### src/rtl/gobang_pkg.sv
`default_nettype none
// ============================================================================
// Package : gobang_pkg
// Brief   : Board, cell, direction, type-code and scanner-state encodings.
// Rev     : 1.0 - initial release
// ============================================================================
package gobang_pkg;

    localparam int BOARD_N = 15;
    localparam int ADDR_W  = 8;

    typedef enum logic [1:0] {
        CELL_EMPTY = 2'b00,
        CELL_BLACK = 2'b01,
        CELL_WHITE = 2'b10
    } cell_e;

    typedef enum logic [1:0] {
        DIR_H = 2'd0,
        DIR_V = 2'd1,
        DIR_D = 2'd2,
        DIR_A = 2'd3
    } dir_e;

    typedef enum logic [2:0] {
        TYPE_NONE  = 3'd0,
        TYPE_DEAD2 = 3'd1,
        TYPE_LIVE2 = 3'd2,
        TYPE_DEAD3 = 3'd3,
        TYPE_LIVE3 = 3'd4,
        TYPE_DEAD4 = 3'd5,
        TYPE_LIVE4 = 3'd6,
        TYPE_FIVE  = 3'd7
    } type_e;

    typedef enum logic [2:0] {
        ST_IDLE    = 3'd0,
        ST_CHECK   = 3'd1,
        ST_CHKW    = 3'd2,
        ST_FETCH   = 3'd3,
        ST_LAST    = 3'd4,
        ST_PRESENT = 3'd5,
        ST_DONE    = 3'd6
    } scan_state_e;

    function automatic logic [2:0] type_max(input logic [2:0] a, input logic [2:0] b);
        return (a > b) ? a : b;
    endfunction

endpackage
`default_nettype wire

### src/rtl/line_window_scanner_if.sv
`default_nettype none
// ============================================================================
// Interface : line_window_scanner_if
// Brief     : Controller, board-RAM and classifier signals of the scanner.
// Rev       : 1.0 - initial release
// ============================================================================
interface line_window_scanner_if #(
    parameter int ADDR_W = gobang_pkg::ADDR_W
) ();

    logic              start;
    logic [3:0]        row;
    logic [3:0]        col;
    logic [1:0]        player;
    logic              rd_en;
    logic [ADDR_W-1:0] rd_addr;
    logic [1:0]        rd_data;
    logic [8:0]        win_a;
    logic [8:0]        win_b;
    logic              win_valid;
    logic [1:0]        win_dir;
    logic [2:0]        type_in;
    logic              busy;
    logic              done;
    logic              illegal;
    logic [11:0]       dir_types;
    logic [2:0]        best_type;

    modport master (
        output start, row, col, player, rd_data, type_in,
        input  rd_en, rd_addr, win_a, win_b, win_valid, win_dir,
        input  busy, done, illegal, dir_types, best_type
    );

    modport slave (
        input  start, row, col, player, rd_data, type_in,
        output rd_en, rd_addr, win_a, win_b, win_valid, win_dir,
        output busy, done, illegal, dir_types, best_type
    );

endinterface
`default_nettype wire

### src/rtl/line_window_scanner_addr_gen.sv
`default_nettype none
// ============================================================================
// Module : line_addr_gen
// Brief  : Maps (row, col, dir, k) to a board RAM address and on-board flag.
// Rev    : 1.0 - initial release
// ============================================================================
module line_addr_gen #(
    parameter int BOARD_N = gobang_pkg::BOARD_N,
    parameter int ADDR_W  = gobang_pkg::ADDR_W
) (
    input  wire logic [3:0]        row,
    input  wire logic [3:0]        col,
    input  wire logic [1:0]        dir,
    input  wire logic [3:0]        k,
    output logic      [ADDR_W-1:0] addr,
    output logic                   on_board
);
    import gobang_pkg::*;

    localparam logic signed [5:0] C_EDGE = 6'(BOARD_N);

    logic signed [5:0] w_off;
    logic signed [5:0] w_r;
    logic signed [5:0] w_c;

    always_comb begin
        w_off = $signed({2'b00, k}) - 6'sd4;
        w_r   = $signed({2'b00, row});
        w_c   = $signed({2'b00, col});
        case (dir)
            DIR_H:   w_c = w_c + w_off;
            DIR_V:   w_r = w_r + w_off;
            DIR_D: begin
                w_r = w_r + w_off;
                w_c = w_c + w_off;
            end
            default: begin
                w_r = w_r + w_off;
                w_c = w_c - w_off;
            end
        endcase
    end

    assign on_board = (w_r >= 6'sd0) && (w_r < C_EDGE) &&
                      (w_c >= 6'sd0) && (w_c < C_EDGE);

    // Address is forced to 0 off-board so nothing downstream sees a wrapped index.
    assign addr = on_board ?
                  (ADDR_W'(w_r[3:0]) * ADDR_W'(BOARD_N) + ADDR_W'(w_c[3:0])) :
                  '0;

endmodule
`default_nettype wire

### src/rtl/line_window_scanner.sv
`default_nettype none
// ============================================================================
// Module : line_window_scanner
// Brief  : Builds the four 9-cell own/blocker windows around a candidate move,
//          hands each to the classifier and collects the per-direction types.
// Rev    : 1.0 - initial release
// ============================================================================
module line_window_scanner #(
    parameter int BOARD_N = gobang_pkg::BOARD_N,
    parameter int ADDR_W  = gobang_pkg::ADDR_W
) (
    input  wire logic            clk,
    input  wire logic            rst,
    line_window_scanner_if.slave bus
);
    import gobang_pkg::*;

    scan_state_e       state_q,     state_d;
    logic [3:0]        row_q,       row_d;
    logic [3:0]        col_q,       col_d;
    logic [1:0]        player_q,    player_d;
    logic [1:0]        dir_q,       dir_d;
    logic [3:0]        k_q,         k_d;
    logic              bad_q,       bad_d;
    logic              pend_on_q,   pend_on_d;
    logic [8:0]        sh_a_q,      sh_a_d;
    logic [8:0]        sh_b_q,      sh_b_d;
    logic              rd_en_q,     rd_en_d;
    logic [ADDR_W-1:0] rd_addr_q,   rd_addr_d;
    logic [8:0]        win_a_q,     win_a_d;
    logic [8:0]        win_b_q,     win_b_d;
    logic              win_valid_q, win_valid_d;
    logic [1:0]        win_dir_q,   win_dir_d;
    logic              busy_q,      busy_d;
    logic              done_q,      done_d;
    logic              illegal_q,   illegal_d;
    logic [11:0]       dir_types_q, dir_types_d;
    logic [2:0]        best_type_q, best_type_d;

    logic [3:0]        w_gen_k;
    logic [ADDR_W-1:0] w_gen_addr;
    logic              w_gen_on;
    logic [3:0]        w_cap_idx;
    logic              w_cell_a;
    logic              w_cell_b;

    // Address is generated for the state being entered so rd_en/rd_addr are flops.
    assign w_gen_k = (state_d == ST_CHECK) ? 4'd4 : k_d;

    line_addr_gen #(
        .BOARD_N (BOARD_N),
        .ADDR_W  (ADDR_W)
    ) u_addr_gen (
        .row      (row_d),
        .col      (col_d),
        .dir      (dir_d),
        .k        (w_gen_k),
        .addr     (w_gen_addr),
        .on_board (w_gen_on)
    );

    assign rd_en_d     = ((state_d == ST_CHECK) || (state_d == ST_FETCH)) && w_gen_on;
    assign rd_addr_d   = rd_en_d ? w_gen_addr : '0;
    assign pend_on_d   = rd_en_q;
    assign busy_d      = (state_d != ST_IDLE);
    assign done_d      = (state_d == ST_DONE);
    assign win_valid_d = (state_d == ST_PRESENT);

    // The cell arriving now belongs to the window index fetched last cycle.
    assign w_cap_idx = (state_q == ST_LAST) ? 4'd8 : (k_q - 4'd1);

    always_comb begin
        w_cell_a = 1'b0;
        w_cell_b = 1'b0;
        if (w_cap_idx == 4'd4) begin
            w_cell_a = 1'b1;
        end else if (!pend_on_q) begin
            w_cell_b = 1'b1;
        end else if (bus.rd_data == player_q) begin
            w_cell_a = 1'b1;
        end else if (bus.rd_data != CELL_EMPTY) begin
            w_cell_b = 1'b1;
        end
    end

    always_comb begin
        state_d     = state_q;
        row_d       = row_q;
        col_d       = col_q;
        player_d    = player_q;
        dir_d       = dir_q;
        k_d         = k_q;
        bad_d       = bad_q;
        sh_a_d      = sh_a_q;
        sh_b_d      = sh_b_q;
        win_a_d     = win_a_q;
        win_b_d     = win_b_q;
        win_dir_d   = win_dir_q;
        illegal_d   = illegal_q;
        dir_types_d = dir_types_q;
        best_type_d = best_type_q;

        case (state_q)
            ST_IDLE: begin
                if (bus.start) begin
                    state_d     = ST_CHECK;
                    row_d       = bus.row;
                    col_d       = bus.col;
                    player_d    = bus.player;
                    dir_d       = 2'd0;
                    k_d         = 4'd0;
                    illegal_d   = 1'b0;
                    dir_types_d = '0;
                    best_type_d = TYPE_NONE;
                end
            end
            ST_CHECK: begin
                // A centre read was issued exactly when the candidate is on-board.
                bad_d   = !rd_en_q;
                state_d = ST_CHKW;
            end
            ST_CHKW: begin
                if (bad_q || (bus.rd_data != CELL_EMPTY)) begin
                    illegal_d = 1'b1;
                    state_d   = ST_DONE;
                end else begin
                    dir_d   = 2'd0;
                    k_d     = 4'd0;
                    state_d = ST_FETCH;
                end
            end
            ST_FETCH: begin
                if (k_q != 4'd0) begin
                    sh_a_d = {w_cell_a, sh_a_q[8:1]};
                    sh_b_d = {w_cell_b, sh_b_q[8:1]};
                end
                if (k_q == 4'd8) begin
                    state_d = ST_LAST;
                end else begin
                    k_d = k_q + 4'd1;
                end
            end
            ST_LAST: begin
                sh_a_d    = {w_cell_a, sh_a_q[8:1]};
                sh_b_d    = {w_cell_b, sh_b_q[8:1]};
                win_a_d   = {w_cell_a, sh_a_q[8:1]};
                win_b_d   = {w_cell_b, sh_b_q[8:1]};
                win_dir_d = dir_q;
                state_d   = ST_PRESENT;
            end
            ST_PRESENT: begin
                for (int d = 0; d < 4; d++) begin
                    if (dir_q == 2'(d)) begin
                        dir_types_d[3*d +: 3] = bus.type_in;
                    end
                end
                if (dir_q == 2'd3) begin
                    best_type_d = TYPE_NONE;
                    for (int d = 0; d < 4; d++) begin
                        best_type_d = type_max(best_type_d, dir_types_d[3*d +: 3]);
                    end
                    state_d = ST_DONE;
                end else begin
                    dir_d   = dir_q + 2'd1;
                    k_d     = 4'd0;
                    state_d = ST_FETCH;
                end
            end
            ST_DONE: begin
                state_d = ST_IDLE;
            end
            default: begin
                state_d = ST_IDLE;
            end
        endcase
    end

    always_ff @(posedge clk) begin
        if (rst) begin
            state_q     <= ST_IDLE;
            row_q       <= '0;
            col_q       <= '0;
            player_q    <= '0;
            dir_q       <= '0;
            k_q         <= '0;
            bad_q       <= 1'b0;
            pend_on_q   <= 1'b0;
            sh_a_q      <= '0;
            sh_b_q      <= '0;
            rd_en_q     <= 1'b0;
            rd_addr_q   <= '0;
            win_a_q     <= '0;
            win_b_q     <= '0;
            win_valid_q <= 1'b0;
            win_dir_q   <= '0;
            busy_q      <= 1'b0;
            done_q      <= 1'b0;
            illegal_q   <= 1'b0;
            dir_types_q <= '0;
            best_type_q <= '0;
        end else begin
            state_q     <= state_d;
            row_q       <= row_d;
            col_q       <= col_d;
            player_q    <= player_d;
            dir_q       <= dir_d;
            k_q         <= k_d;
            bad_q       <= bad_d;
            pend_on_q   <= pend_on_d;
            sh_a_q      <= sh_a_d;
            sh_b_q      <= sh_b_d;
            rd_en_q     <= rd_en_d;
            rd_addr_q   <= rd_addr_d;
            win_a_q     <= win_a_d;
            win_b_q     <= win_b_d;
            win_valid_q <= win_valid_d;
            win_dir_q   <= win_dir_d;
            busy_q      <= busy_d;
            done_q      <= done_d;
            illegal_q   <= illegal_d;
            dir_types_q <= dir_types_d;
            best_type_q <= best_type_d;
        end
    end

    assign bus.rd_en     = rd_en_q;
    assign bus.rd_addr   = rd_addr_q;
    assign bus.win_a     = win_a_q;
    assign bus.win_b     = win_b_q;
    assign bus.win_valid = win_valid_q;
    assign bus.win_dir   = win_dir_q;
    assign bus.busy      = busy_q;
    assign bus.done      = done_q;
    assign bus.illegal   = illegal_q;
    assign bus.dir_types = dir_types_q;
    assign bus.best_type = best_type_q;

endmodule
`default_nettype wire

### src/flat_wrapper.sv
// flat-port wrapper written by rule: the top's interface ports become plain ports
module line_window_scanner_flat import gobang_pkg::*;
#(
    parameter int BOARD_N = gobang_pkg::BOARD_N,
    parameter int ADDR_W  = gobang_pkg::ADDR_W
)
  (clk, rst, bus_start, bus_row, bus_col, bus_player, bus_rd_data, bus_type_in, bus_rd_en, bus_rd_addr, bus_win_a, bus_win_b, bus_win_valid, bus_win_dir, bus_busy, bus_done, bus_illegal, bus_dir_types, bus_best_type);
  line_window_scanner_if #(.ADDR_W(ADDR_W)) bus_i ();
  input  wire logic clk;
  input  wire logic rst;
  input wire logic [$bits(bus_i.start)-1:0] bus_start;
  input wire logic [$bits(bus_i.row)-1:0] bus_row;
  input wire logic [$bits(bus_i.col)-1:0] bus_col;
  input wire logic [$bits(bus_i.player)-1:0] bus_player;
  input wire logic [$bits(bus_i.rd_data)-1:0] bus_rd_data;
  input wire logic [$bits(bus_i.type_in)-1:0] bus_type_in;
  output wire logic [$bits(bus_i.rd_en)-1:0] bus_rd_en;
  output wire logic [$bits(bus_i.rd_addr)-1:0] bus_rd_addr;
  output wire logic [$bits(bus_i.win_a)-1:0] bus_win_a;
  output wire logic [$bits(bus_i.win_b)-1:0] bus_win_b;
  output wire logic [$bits(bus_i.win_valid)-1:0] bus_win_valid;
  output wire logic [$bits(bus_i.win_dir)-1:0] bus_win_dir;
  output wire logic [$bits(bus_i.busy)-1:0] bus_busy;
  output wire logic [$bits(bus_i.done)-1:0] bus_done;
  output wire logic [$bits(bus_i.illegal)-1:0] bus_illegal;
  output wire logic [$bits(bus_i.dir_types)-1:0] bus_dir_types;
  output wire logic [$bits(bus_i.best_type)-1:0] bus_best_type;
  assign bus_i.start = bus_start;
  assign bus_i.row = bus_row;
  assign bus_i.col = bus_col;
  assign bus_i.player = bus_player;
  assign bus_i.rd_data = bus_rd_data;
  assign bus_i.type_in = bus_type_in;
  assign bus_rd_en = bus_i.rd_en;
  assign bus_rd_addr = bus_i.rd_addr;
  assign bus_win_a = bus_i.win_a;
  assign bus_win_b = bus_i.win_b;
  assign bus_win_valid = bus_i.win_valid;
  assign bus_win_dir = bus_i.win_dir;
  assign bus_busy = bus_i.busy;
  assign bus_done = bus_i.done;
  assign bus_illegal = bus_i.illegal;
  assign bus_dir_types = bus_i.dir_types;
  assign bus_best_type = bus_i.best_type;
  line_window_scanner #(.BOARD_N(BOARD_N), .ADDR_W(ADDR_W)) u_core (.clk(clk), .rst(rst), .bus(bus_i));
endmodule
### config.mk
export PLATFORM = sky130hd
export DESIGN_NAME = line_window_scanner_flat
export DESIGN_NICKNAME = d
export VERILOG_FILES = /design/src/rtl/gobang_pkg.sv /design/src/rtl/line_window_scanner_if.sv /design/src/rtl/line_window_scanner_addr_gen.sv /design/src/rtl/line_window_scanner.sv /design/src/flat_wrapper.sv
export SDC_FILE = /design/constraint.sdc
export NUM_CORES = 1
export LEC_CHECK = 0
export ABC_AREA = 1
export BUFFER_PORTS_ARGS = -buffer_cell sky130_fd_sc_hd__buf_4
export CAP_MARGIN = 40
export CORE_MARGIN = 8
export CORE_UTILIZATION = 39
export CTS_BUF_LIST = sky130_fd_sc_hd__clkbuf_4 sky130_fd_sc_hd__clkbuf_8
export DETAILED_ROUTE_END_ITERATION = 7
export GPL_TIMING_DRIVEN = 0
export HOLD_SLACK_MARGIN = 0.03
export PLACE_DENSITY_LB_ADDON = 0.1
export SLEW_MARGIN = 20
export SYNTH_ARGS = -nofsm -noshare
export SYNTH_HDL_FRONTEND = slang
export SYNTH_SLANG_ARGS = --single-unit
### constraint.sdc
create_clock -name clk -period 5.7 [get_ports clk]
set_input_delay 1.14 -clock clk [delete_from_list [all_inputs] [get_ports clk]]
set_output_delay 1.14 -clock clk [all_outputs]
set_load 0.005 [all_outputs]
==> flow_metrics.env <==
export IMPL_p_leak_nw=2.81
export IMPL_fin_crit_ns=5.44
export IMPL_yosys_area_top_type="dfxtp_1"
export IMPL_htreeDepth=3
export IMPL_grt_pass1_vias=4453
export IMPL_ir_drop_mv=0.486
export IMPL_critical_path_required_ns=6.01
export IMPL_numPortBuffers=65
export IMPL_layout_setup_ws_ns=0.259
export IMPL_die_area_mm2=0.0165
export IMPL_first_pass_iters=5
export IMPL_post_route_period_util_pct=95.5
export IMPL_cts_buffer_depth=2
export IMPL_diodes=0
export IMPL_finish_utilization_pct=48.6
export IMPL_cts_hold_buf=0
export IMPL_syn_nets=736
export IMPL_rows=41
export IMPL_synth_xor_area_share_pct=2.49
export IMPL_synthCells=670
export IMPL_synthArstFlopShare_pct=0
export IMPL_start_util_pct=39.5
export IMPL_outcome="finished clean"
export IMPL_pre_cts_ws_ns=-0.541
export IMPL_muxShareOfSynthArea_pct=0
export IMPL_hold_depth=2
export IMPL_hpwl_um=9680
export IMPL_antenna_found_initial=0
export IMPL_setup_violations_final=0
export IMPL_cpMaxStageDelayCell="fa_1"
export IMPL_met3_usage_pct=3.02
export IMPL_critical_path_class="in2reg"
export IMPL_ioPinCount=66
export IMPL_ys_seq_elements=85
export IMPL_hold_class="reg2reg"
export IMPL_grtUsageMet1_pct=19.0
export IMPL_worstPathArrival_ns=5.75
export IMPL_postRouteAntennaNets=0
export IMPL_wl_per_cell_um=13.6
export IMPL_synthTopCellsByArea="dfxtp_1, ha_1, nand2_1"
export IMPL_die_h_um=128
export IMPL_synth_adder_area_share_pct=13.6
export IMPL_clock_latency_ns=0.37
export IMPL_busiest_layer="met2"
export IMPL_yosysMostFrequentCell="nand2_1"
export IMPL_finalHoldViolCount=0
export IMPL_synth_compound_area_share_pct=14.7
export IMPL_drtIter0Drc=278
export IMPL_drv_slew=0
export IMPL_max_freq_mhz=184
export IMPL_synth_seq_area_share_pct=34.6
export IMPL_track_usage_pct=15.9
export IMPL_p_per_area_mw_per_mm2=493
export IMPL_crit_fanout=4
export IMPL_synth_top_cell_area_share_pct=34.6
export IMPL_synth_edf_count=0
export IMPL_ys_types=36
export IMPL_yosysWarningCount=0
export IMPL_maxCapViolCount=0
export IMPL_use_met2_pct=27.2
export IMPL_fillers=1266
export IMPL_drc_errors=0
export IMPL_syn_avg_cell_area_um2=7.35
export IMPL_yosys_area_share_simple_pct=24.9
export IMPL_grt_max_degree=16
export IMPL_nNetsFinal=827
export IMPL_fin_skew_ns=0.00686
export IMPL_die_x_um=128
export IMPL_worst_slew_pin_slew_ns=0.664
export IMPL_viasPerCell=4.78
export IMPL_final_area_mm2=0.00606
export IMPL_synthToLayoutAreaGrowth_pct=23.1
export IMPL_slew_headroom_pct=55.7
export IMPL_numCtsBuffers=9
export IMPL_cts_tree="done"
export IMPL_drt_wl_total_um=12800
export IMPL_placed_cell_area_mm2=0.00566
export IMPL_grt_pass1_wl_um=21000
export IMPL_overflow=0
export IMPL_ys_flop_type="dfxtp_1"
export IMPL_synth_top_family_by_area="simple AND/OR/NAND/NOR gates"
export IMPL_path_clk_slew_ns=0.09
export IMPL_synth_area_mm2=0.00492
export IMPL_ys_top_cells_by_count="nand2_1, inv_1, dfxtp_1, nor2_1, o21ai_0"
export IMPL_worstRegToRegCells=30
export IMPL_cts_root_buf="clkbuf_8"
export IMPL_start_kind="primary input"
export IMPL_end_kind="register"
export IMPL_cts_sinks=85
export IMPL_gp_congestion=0.838
export IMPL_final_setup_tns_ns=0
export IMPL_cp_slowest_stage_delay_ns=0.52
export IMPL_drive_gt1_share_pct=22.6
export IMPL_whs_ns=0.477
export IMPL_num_vias=4488
export IMPL_core_area_mm2=0.0125
cell type report:
| class | count | area, µm² | share of cell area [%] |
|---|---|---|---|
| plain buffers | 18 | 93.8 | 1.55 |
| clock buffers | 11 | 145 | 2.39 |
| clock inverters | 5 | 42.5 | 0.702 |
| inverters | 102 | 389 | 6.42 |
| multi-input cells | 464 | 2860 | 47.2 |
| flip-flops and latches | 85 | 1700 | 28.1 |
| well taps | 172 | 215 | 3.55 |
| repair buffers | 81 | 612 | 10.1 |
kinds of logic after synthesis:
| kind of cell | count (synthesis) |
|---|---|
| flops | 85 |
| fa+ha+maj | 48 |
| buf+inv | 121 |
| compound gates | 136 |
| simple gates | 266 |
| xor+xnor | 14 |
per-stage QoR:
stage,power (mW),cells
4_1_cts,2.90,923
3_3_place_gp,2.38,907
5_1_grt,3.31,938
3_5_place_dp,2.41,907
2_1_floorplan,2.03,670
6_report,2.99,938
what timing repair did:
| action | 4_1_cts | 5_1_grt |
|---|---|---|
| endpoints found under the setup margin | 2 | 4 |
| resized for setup | 5 | 26 |
| pin swaps | 0 | 18 |
| setup buffers | 1 | 15 |
| gates cloned | 0 | 0 |
sequential cells by signal, summed over array words and instances (netlist names), 2 cells and up:
signal                cells
u_core.bus.win_dir        2
u_core.player_q           2
u_core.bus.win_b          9
u_core.row_q              4
u_core.dir_q              2
u_core.bus.dir_types     12
u_core.col_q              4
u_core.k_q                4
u_core.bus.best_type      3
u_core.sh_b_q             8
u_core.state_q            3
u_core.bus.rd_addr        8
u_core.bus.win_a          9
u_core.sh_a_q             8
critical path: cells and delay by family:
family          cells  cell delay (ns)
fa+ha+maj           6             2.29
simple gates       17             1.39
buf+inv             8             0.47
compound gates      2             0.29
xor+xnor            1             0.14
path summary, 6_finish.rpt:
| path | startpoint | endpoint | slack (ns) |
|---|---|---|---|
| max | bus_rd_data[1] | u_core.bus.rd_addr[6] | 0.26 |
| min | u_core.sh_a_q[3] | u_core.bus.win_a[2] | 0.48 |
| max reg2reg | u_core.state_q[0] | u_core.bus.rd_addr[6] | 0.50 |
| min reg2reg | u_core.sh_a_q[3] | u_core.bus.win_a[2] | 0.48 |
report_power, final:
part | internal, mW | leakage, nW | switching (mW)
combinational | 0.807 | 2.03 | 1.04
sequential | 0.682 | 0.690 | 0.0466
clock | 0.180 | 0.0939 | 0.236
metal layers:
layer / up-vias / part of all wire (%)
met5: - / 0
met4: 0 / 1.8
met3: 14 / 4.1
met2: 68 / 49
met1: 2064 / 45
li1: 2342 / -
cell usage in the layout, fill, tap and decap left out, types with 3 or more instances in the layout:
master,Yosys,final
clkbuf_8,0,10
xnor2_1,7,7
nand3_2,2,3
inv_2,5,11
o21ai_0,65,58
nand2_1,106,102
nand3_1,37,36
xor2_1,7,7
buf_6,3,4
nor2_1,74,71
or2_2,8,7
o211ai_1,3,3
o21a_1,3,3
a21oi_1,54,53
a211oi_1,3,3
nand2_2,7,7
o21ai_1,0,3
buf_2,4,3
nand2_4,3,7
ha_1,39,37
fa_1,9,8
inv_1,97,89
buf_4,0,80
nor3_1,4,4
nor2_4,5,7
nor2_2,11,12
dfxtp_1,85,85
clkbuf_1,12,12
No activity file was read; power rests on OpenSTA's default activity.
